==> src/rtl/soft_rst_ctrl.sv <==
// rtl/soft_rst_ctrl.sv - soft-reset sequencer: min-width assertion, ordered PCS/RX/TX release
module soft_rst_ctrl #(
    parameter int P_ASSERT_CYC = 16,
    parameter int P_GAP_CYC    = 8
) (
    input  logic       i_cfg_clk,
    input  logic       i_cfg_rst,
    input  logic       i_pcs_rst_req,
    input  logic       i_tx_rst_req,
    input  logic       i_rx_rst_req,
    input  logic       i_auto_rst_en,
    input  logic       i_link_fail,
    output logic       o_soft_pcs_rst_n,
    output logic       o_soft_tx_rst_n,
    output logic       o_soft_rx_rst_n,
    output logic       o_busy,
    output logic       o_done,
    output logic [7:0] o_rst_cnt
);
    localparam int CW = $clog2((P_ASSERT_CYC > P_GAP_CYC) ? P_ASSERT_CYC : P_GAP_CYC) + 1;
    localparam logic [CW-1:0] HOLD_LAST = CW'(P_ASSERT_CYC - 1);
    localparam logic [CW-1:0] GAP_LAST  = CW'(P_GAP_CYC - 1);

    typedef enum logic [1:0] {S_IDLE, S_HOLD, S_GAP_RX, S_GAP_TX} state_t;

    state_t        state_q, state_d;
    logic [CW-1:0] cnt_q, cnt_d;
    logic [2:0]    mode_q, mode_d;
    logic [2:0]    pend_q, pend_d;
    logic          lf_q, lf_d;
    logic          pwrup_q, pwrup_d;
    logic          pcs_n_q, pcs_n_d, rx_n_q, rx_n_d, tx_n_q, tx_n_d;
    logic          busy_q, busy_d, done_q, done_d;
    logic [7:0]    rst_cnt_q, rst_cnt_d;
    logic [2:0]    req, start_mask;
    logic          finish;

    always_comb begin
        // Masks are {pcs, rx, tx}; any PCS request widens to the full sequence.
        req        = {i_pcs_rst_req, i_rx_rst_req | (i_auto_rst_en & i_link_fail & ~lf_q), i_tx_rst_req};
        start_mask = req | pend_q;
        if (start_mask[2]) start_mask = 3'b111;

        state_d   = state_q;
        cnt_d     = cnt_q + 1'b1;
        mode_d    = mode_q;
        pend_d    = pend_q;
        lf_d      = i_link_fail;
        pwrup_d   = pwrup_q;
        pcs_n_d   = pcs_n_q;
        rx_n_d    = rx_n_q;
        tx_n_d    = tx_n_q;
        busy_d    = busy_q;
        done_d    = 1'b0;
        rst_cnt_d = rst_cnt_q;
        finish    = 1'b0;

        case (state_q)
            S_IDLE: begin
                cnt_d  = '0;
                busy_d = 1'b0;
                // The o_done cycle still reports busy, so its requests only queue.
                if (busy_q) begin
                    pend_d = pend_q | req;
                end else if (start_mask != 3'b000) begin
                    state_d = S_HOLD;
                    mode_d  = start_mask;
                    pend_d  = '0;
                    busy_d  = 1'b1;
                    pcs_n_d = ~start_mask[2];
                    rx_n_d  = ~start_mask[1];
                    tx_n_d  = ~start_mask[0];
                end
            end
            S_HOLD: begin
                if (cnt_q == HOLD_LAST) begin
                    cnt_d = '0;
                    if (mode_q[2]) begin
                        pcs_n_d = 1'b1;
                        state_d = S_GAP_RX;
                    end else if (mode_q == 3'b011) begin
                        rx_n_d  = 1'b1;
                        state_d = S_GAP_TX;
                    end else begin
                        rx_n_d = 1'b1;
                        tx_n_d = 1'b1;
                        finish = 1'b1;
                    end
                end
            end
            S_GAP_RX: begin
                if (cnt_q == GAP_LAST) begin
                    cnt_d   = '0;
                    rx_n_d  = 1'b1;
                    state_d = S_GAP_TX;
                end
            end
            default: begin
                if (cnt_q == GAP_LAST) begin
                    cnt_d  = '0;
                    tx_n_d = 1'b1;
                    finish = 1'b1;
                end
            end
        endcase

        if (state_q != S_IDLE) pend_d = pend_q | req;

        if (finish) begin
            state_d = S_IDLE;
            done_d  = 1'b1;
            pwrup_d = 1'b0;
            if (!pwrup_q && rst_cnt_q != 8'hFF) rst_cnt_d = rst_cnt_q + 8'd1;
        end
    end

    always_ff @(posedge i_cfg_clk) begin
        if (i_cfg_rst) begin
            state_q   <= S_HOLD;
            cnt_q     <= '0;
            mode_q    <= 3'b111;
            pend_q    <= '0;
            lf_q      <= 1'b0;
            pwrup_q   <= 1'b1;
            pcs_n_q   <= 1'b0;
            rx_n_q    <= 1'b0;
            tx_n_q    <= 1'b0;
            busy_q    <= 1'b1;
            done_q    <= 1'b0;
            rst_cnt_q <= '0;
        end else begin
            state_q   <= state_d;
            cnt_q     <= cnt_d;
            mode_q    <= mode_d;
            pend_q    <= pend_d;
            lf_q      <= lf_d;
            pwrup_q   <= pwrup_d;
            pcs_n_q   <= pcs_n_d;
            rx_n_q    <= rx_n_d;
            tx_n_q    <= tx_n_d;
            busy_q    <= busy_d;
            done_q    <= done_d;
            rst_cnt_q <= rst_cnt_d;
        end
    end

    assign o_soft_pcs_rst_n = pcs_n_q;
    assign o_soft_rx_rst_n  = rx_n_q;
    assign o_soft_tx_rst_n  = tx_n_q;
    assign o_busy           = busy_q;
    assign o_done           = done_q;
    assign o_rst_cnt        = rst_cnt_q;
endmodule

==> config.mk <==
export PLATFORM = sky130hd
export DESIGN_NAME = soft_rst_ctrl
export DESIGN_NICKNAME = d
export VERILOG_FILES = /design/src/rtl/soft_rst_ctrl.sv
export SDC_FILE = /design/constraint.sdc
export NUM_CORES = 1
export LEC_CHECK = 0
export BUFFER_PORTS_ARGS = -buffer_cell sky130_fd_sc_hd__buf_2
export CORE_ASPECT_RATIO = 2
export CORE_MARGIN = 2
export CORE_UTILIZATION = 36
export CTS_CLUSTER_DIAMETER = 100
export CTS_CLUSTER_SIZE = 28
export DETAILED_ROUTE_END_ITERATION = 6
export HOLD_SLACK_MARGIN = 0.06
export MAX_ROUTING_LAYER = met4
export SETUP_SLACK_MARGIN = 0.05
export SLEW_MARGIN = 10
export SYNTH_ARGS = -nofsm -noshare
export SYNTH_HDL_FRONTEND = slang
export SYNTH_SLANG_ARGS = --single-unit
==> constraint.sdc <==
create_clock -name i_cfg_clk -period 2.3 [get_ports i_cfg_clk]
set_input_delay 0.345 -clock i_cfg_clk [delete_from_list [all_inputs] [get_ports i_cfg_clk]]
set_output_delay 0.345 -clock i_cfg_clk [all_outputs]
set_load 0.02 [all_outputs]
Yosys cells after proc, flatten, opt, wreduce, memory -nomap -nowiden
Index checks and enable logic that the tools add are counted.
- bits in read-only memories: 0
- word-level logic and storage cells: 106
- memories kept: 0
- input bits: 7
- bits in latches: 0
- output and inout bits: 13
- flip-flop bits (word level): 28
- RAM bits: 0
- equal/unequal tests: 19
- bitwise gates (word level): 10
- shift-type cells: 0
- divide/modulo/power cells: 0
- add/subtract/negate cells: 2
- multiplexer cells: 41
- order comparisons: 0
- multipliers: 0
- reductions and logical operators: 21
- operators with widths (cell ; number):
    two-way mux 1 bit ; 22
    AND reduction 6 bit ; 3
    two-way mux 3 bit ; 5
    != test 3 bit, second input constant ; 5
    != test 2 bit, second input constant ; 7
    two-way mux 2 bit ; 6
    nonzero test 3 bit ; 4
    two-way mux 5 bit ; 2
    case mux 5 bit (2 select lines) ; 1
    adder 8 x 1 -> 8 bit, second input constant ; 1
    != test 8 bit, second input constant ; 1
    AND reduction 7 bit ; 1
    inverter 1 bit ; 6
    case mux 1 bit (3 select lines) ; 2
    case mux 2 bit (3 select lines) ; 1
    nonzero test 2 bit ; 3
    adder 5 x 1 -> 5 bit, second input constant ; 1
    equality test 5 x 3 -> 1 bit, second input constant ; 1
    equality test 5 x 4 -> 1 bit, second input constant ; 1
    AND reduction 5 bit ; 1
    != test 4 bit, second input constant ; 1
    case mux 1 bit (2 select lines) ; 2
    AND reduction 2 bit ; 2
    nonzero test 4 bit ; 1
    other kinds (11) ; 13

Logic depth before layout (Yosys ltp)
- depth after elaboration: 10
- gate-level depth with buffers: 8
- depth with buffers taken out: 7

Worst setup path after synthesis
OpenSTA, ideal clock, no wires.
- path type: register to register
- start point: register cnt_q[0]
- end point: register rst_cnt_q[5], in the netlist o_rst_cnt[5]
- library setup time: 0.123 ns
- data required time: 2.177 ns
- stages on the path, launching flop included: 9
- arrival: 1.983 ns
- path slack: 0.194 ns
- buffers on the path: 1
- period minus slack after synthesis: 2.106 ns
- cell sequence: dfxtp_1 -> ha_1 -> and3_2 -> ha_1 -> and3b_1 -> a22oi_4 -> buf_6 -> nor4_1 -> mux2_1
- cells in the longest elaborated chain, start to end: 4
- elaborated cells on any way between the ends: 6
- classes of those cells: eq/ne (2); mux (3); reduce/logical (1)
- RTL lines (element ; line ; text):
    start, declared ; 27 ; logic [CW-1:0] cnt_q, cnt_d;
    start signal, assigned ; 133 ; cnt_q <= cnt_d;
    equality test 5 x 3 -> 1 bit or equality test 5 x 4 -> 1 bit (tied branches) ; 99, 76 ;
    two-way mux 1 bit (on tied branches) ; 99, 76 ;
    case mux 1 bit (2 select lines) (*) ; 58 ; case (state_q)
    AND reduction 2 bit (no line) (*) ; - ;
    end signal, assigned ; 143 ; rst_cnt_q <= rst_cnt_d;
    end, declared ; 34 ; logic [7:0] rst_cnt_q, rst_cnt_d;
Every way passes the cells marked *; elsewhere a longest branch is shown, timed or not.
A chain may end at the register's enable or synchronous reset.

Worst setup path after layout
Same ends and word-level chain as after synthesis.

==> results.py <==
metrics = {
    "setup_path": {
        "r2r_end": "o_rst_cnt[5]",
        "required_ns": 2.47,
        "worst_setup_path_start_kind": "flip-flop",
        "r2r_cells": 7,
        "critPathCaptureType": "flip-flop",
        "crit_fanout": 14,
        "r2r_start": "cnt_q[0]",
        "path_class": "flip-flop to flip-flop",
        "r2r_slack_ns": 0.22,
        "cp_data_arrival_time_ns": 2.25,
    },
    "synth": {
        "synth-async-reset-ratio_pct": 0,
        "synth_ff_type": "dfxtp_1",
        "synth_fp_nets": 190,
        "synth_area_leader_cell": "dfxtp_1",
        "yosys_warnings": 0,
        "synthCells": 174,
        "ys_types": 51,
        "synthDominantCellAreaShare_pct": 36.2,
        "synth-edff-count": 0,
        "synth-seq-area-share_pct": 36.2,
        "syn_avg_cell_area_sq_um": 8.90,
        "ys_ff_latch": 28,
        "synthesis.area_sq_um": 1550,
        "synth.area.top_cells": "dfxtp_1 36%, ha_1 7.3%, nor2_1 4.1%",
    },
    "pwr": {
        "p_comb_share_pct": 30.7,
        "internal_power_w": 0.000864,
        "pwr-share-clk_pct": 23.9,
        "pwr-share-seq_pct": 45.4,
        "powerDensity_nw_per_um2": 718,
        "p_leak_nw": 0.746,
        "p_switching_w": 0.000412,
        "p_sw_share_pct": 32.3,
        "peakVddDrop_mv": 0.447,
    },
    "clocking": {
        "cts_tree": "yes",
        "clkLatencyLatePin_ns": 0.27,
        "clk_pin_slew_ns": 0.09,
        "cts_sinks": 28,
        "root_buffer": "clkbuf_8",
        "htreeDepth": 1,
        "clockBufferDepth": 2,
        "post_cts_buffers": 0,
        "cts_buffers": 3,
        "cts_hold_buffers": 0,
    },
    "sta": {
        "hold_viol_final": 0,
        "drv_slew": 0,
        "final.setup.tns_ns": 0,
        "clock.fmax_mhz": 480,
        "worst_slew_margin_rel_pct": 68.6,
        "setup_viol": 0,
        "min_period_over_period_pct": 90.5,
        "rsz0062_at_grt": "yes",
        "fin_worst_skew_ns": 0.00243,
        "final.min_clock_period_ns": 2.08,
        "worstMarginPinSlew_ns": 0.469,
    },
    "placed_design": {
        "place_congestion": 0.775,
        "dp.cells": 243,
        "dpl-instance-area_sq_um": 1710,
        "port-buffer-count": 19,
        "dp_hpwl_mm": 2.65,
    },
    "global_routing": {
        "grt_pass1_vias": 1257,
        "grt_use_met1_pct": 16.5,
        "grt_pass1_wl_mm": 5.74,
        "antenna_found_initial": 0,
        "use_met3_pct": 1.54,
        "grt-busiest-layer": "met2",
        "overflow": 0,
        "global_route.usage.met2_pct": 28.4,
        "grt_use_total_pct": 15.1,
        "grt_max_degree": 20,
    },
    "detailed_routing": {
        "drc": 0,
        "ant_nets": 0,
        "drt_wl_total_mm": 3.40,
        "drt-wirelength-per-cell_um": 13.8,
        "drtIter0Drc": 23,
        "dr.pass1.iters": 4,
        "num_vias": 1356,
        "avgViaCountPerCell": 5.49,
    },
    "floorplanning": {
        "initial_core_util_pct": 37.5,
        "die_x_um": 50.4,
        "rows": 33,
        "dieArea_sq_um": 4870,
        "core-area_sq_um": 4130,
        "ios": 20,
        "die_y_um": 96.7,
    },
    "flow_run": {
        "cap_violations": 0,
    },
    "finish": {
        "drive_gt1_share_pct": 21.0,
        "nNetsFinal": 212,
        "layout_commonest_cell": "dfxtp_1",
        "final_cell_mix": "28 x dfxtp_1, 19 x buf_2, 17 x nor2_1",
        "synthToLayoutAreaGrowth_pct": 14.9,
        "fin_area_sq_um": 1780,
        "final_cells": 247,
        "insertedDiodeCount": 0,
    },
    "worst_hold_path": {
        "worstHoldStart": "i_link_fail",
        "hp-class": "primary input to flip-flop",
        "min_to": "lf_q",
        "min_path_cells": 2,
    },
    "outcome": {
        "outcome": "completed",
    },
}
[registers in the layout, indices dropped and copies added (netlist names)]
| register | count |
|---|---|
| mode_q | 3 |
| cnt_q | 5 |
| pwrup_q | 1 |
| o_soft_pcs_rst_n | 1 |
| o_rst_cnt | 8 |
| o_busy | 1 |
| o_soft_tx_rst_n | 1 |
| pend_q | 3 |
| o_soft_rx_rst_n | 1 |
| state_q | 2 |
| o_done | 1 |
| lf_q | 1 |
[per-stage QoR]
stage	worst slack [ns]	total power [W]	util [%]	hold slack [ns]
2_1_floorplan	0.194	0.000877	-	0.418
4_1_cts	0.215	0.00128	42.8	0.313
3_3_place_gp	0.282	0.000981	41.4	0.430
3_5_place_dp	0.229	0.000980	41.4	0.439
5_1_grt	0.0384	0.00137	43.1	0.308
6_report	0.218	0.00128	43.1	0.310
[power groups by stage]
stage | Sequential, W | Clock (W) | Combinational, W
after floorplan | 0.000603 | 0 | 0.000274
after global placement | 0.000590 | 0 | 0.000391
after detailed placement | 0.000591 | 0 | 0.000389
after CTS | 0.000580 | 0.000313 | 0.000391
after global routing | 0.000589 | 0.000333 | 0.000445
final | 0.000580 | 0.000305 | 0.000391
[area by class of cell]
class | count | area, sq um
Multi-Input combinational cell | 130 | 931
Tap cell | 52 | 65.1
Inverter | 9 | 33.8
Sequential cell | 28 | 561
Timing Repair Buffer | 24 | 133
Fill cell | 433 | 2350
Clock buffer | 4 | 55.1
[metal layers]
layer	up-vias	wire length [um]
li1	688	-
met1	646	1380
met2	20	1930
met3	2	79
met4	0	21
met5	-	0
[worst max-delay path, cell delays in order, from the launching register on]
cell	delay, ns
dfxtp_1	0.33
ha_1	0.24
and3_2	0.20
ha_1	0.19
and3b_1	0.21
a22oi_4	0.37
nor4_1	0.12
mux2_1	0.32
[cells by family after synthesis]
| family | synth area share [%] |
|---|---|
| and+or+nand+nor | 28.6 |
| AOI/OAI and AO/OA | 17.9 |
| DFF | 36.2 |
| buffers and inverters | 4.45 |
| adders and majority gates | 7.28 |
| muxes | 4.37 |
| xor gates and xnor gates | 1.13 |
[worst max path at each step]
stage / start / endpoint / slack, ns
after floorplan: cnt_q[0] / o_rst_cnt[5] / 0.19
after global placement: cnt_q[0] / o_rst_cnt[5] / 0.28
after detailed placement: cnt_q[0] / o_rst_cnt[3] / 0.23
after CTS: cnt_q[0] / o_rst_cnt[3] / 0.21
after global routing: cnt_q[0] / o_rst_cnt[3] / 0.04
final: cnt_q[0] / o_rst_cnt[5] / 0.22
[cell usage after synthesis, types with 3 or more instances]
master	n
a21oi_1	8
o21ai_0	5
nor2_1	17
a221o_1	3
nor4_1	8
o31ai_1	3
clkbuf_1	5
nand2b_1	3
a31oi_1	3
nor3_1	7
ha_1	9
nand2_1	9
inv_1	9
nand3_1	5
dfxtp_1	28
mux2_2	4
nor2b_1	9
[timing repair]
action	CTS	global route
endpoints found under the hold margin	0	0
setup endpoints to repair	0	4
resized for setup	0	2
No activity file was read; power rests on OpenSTA's default activity.
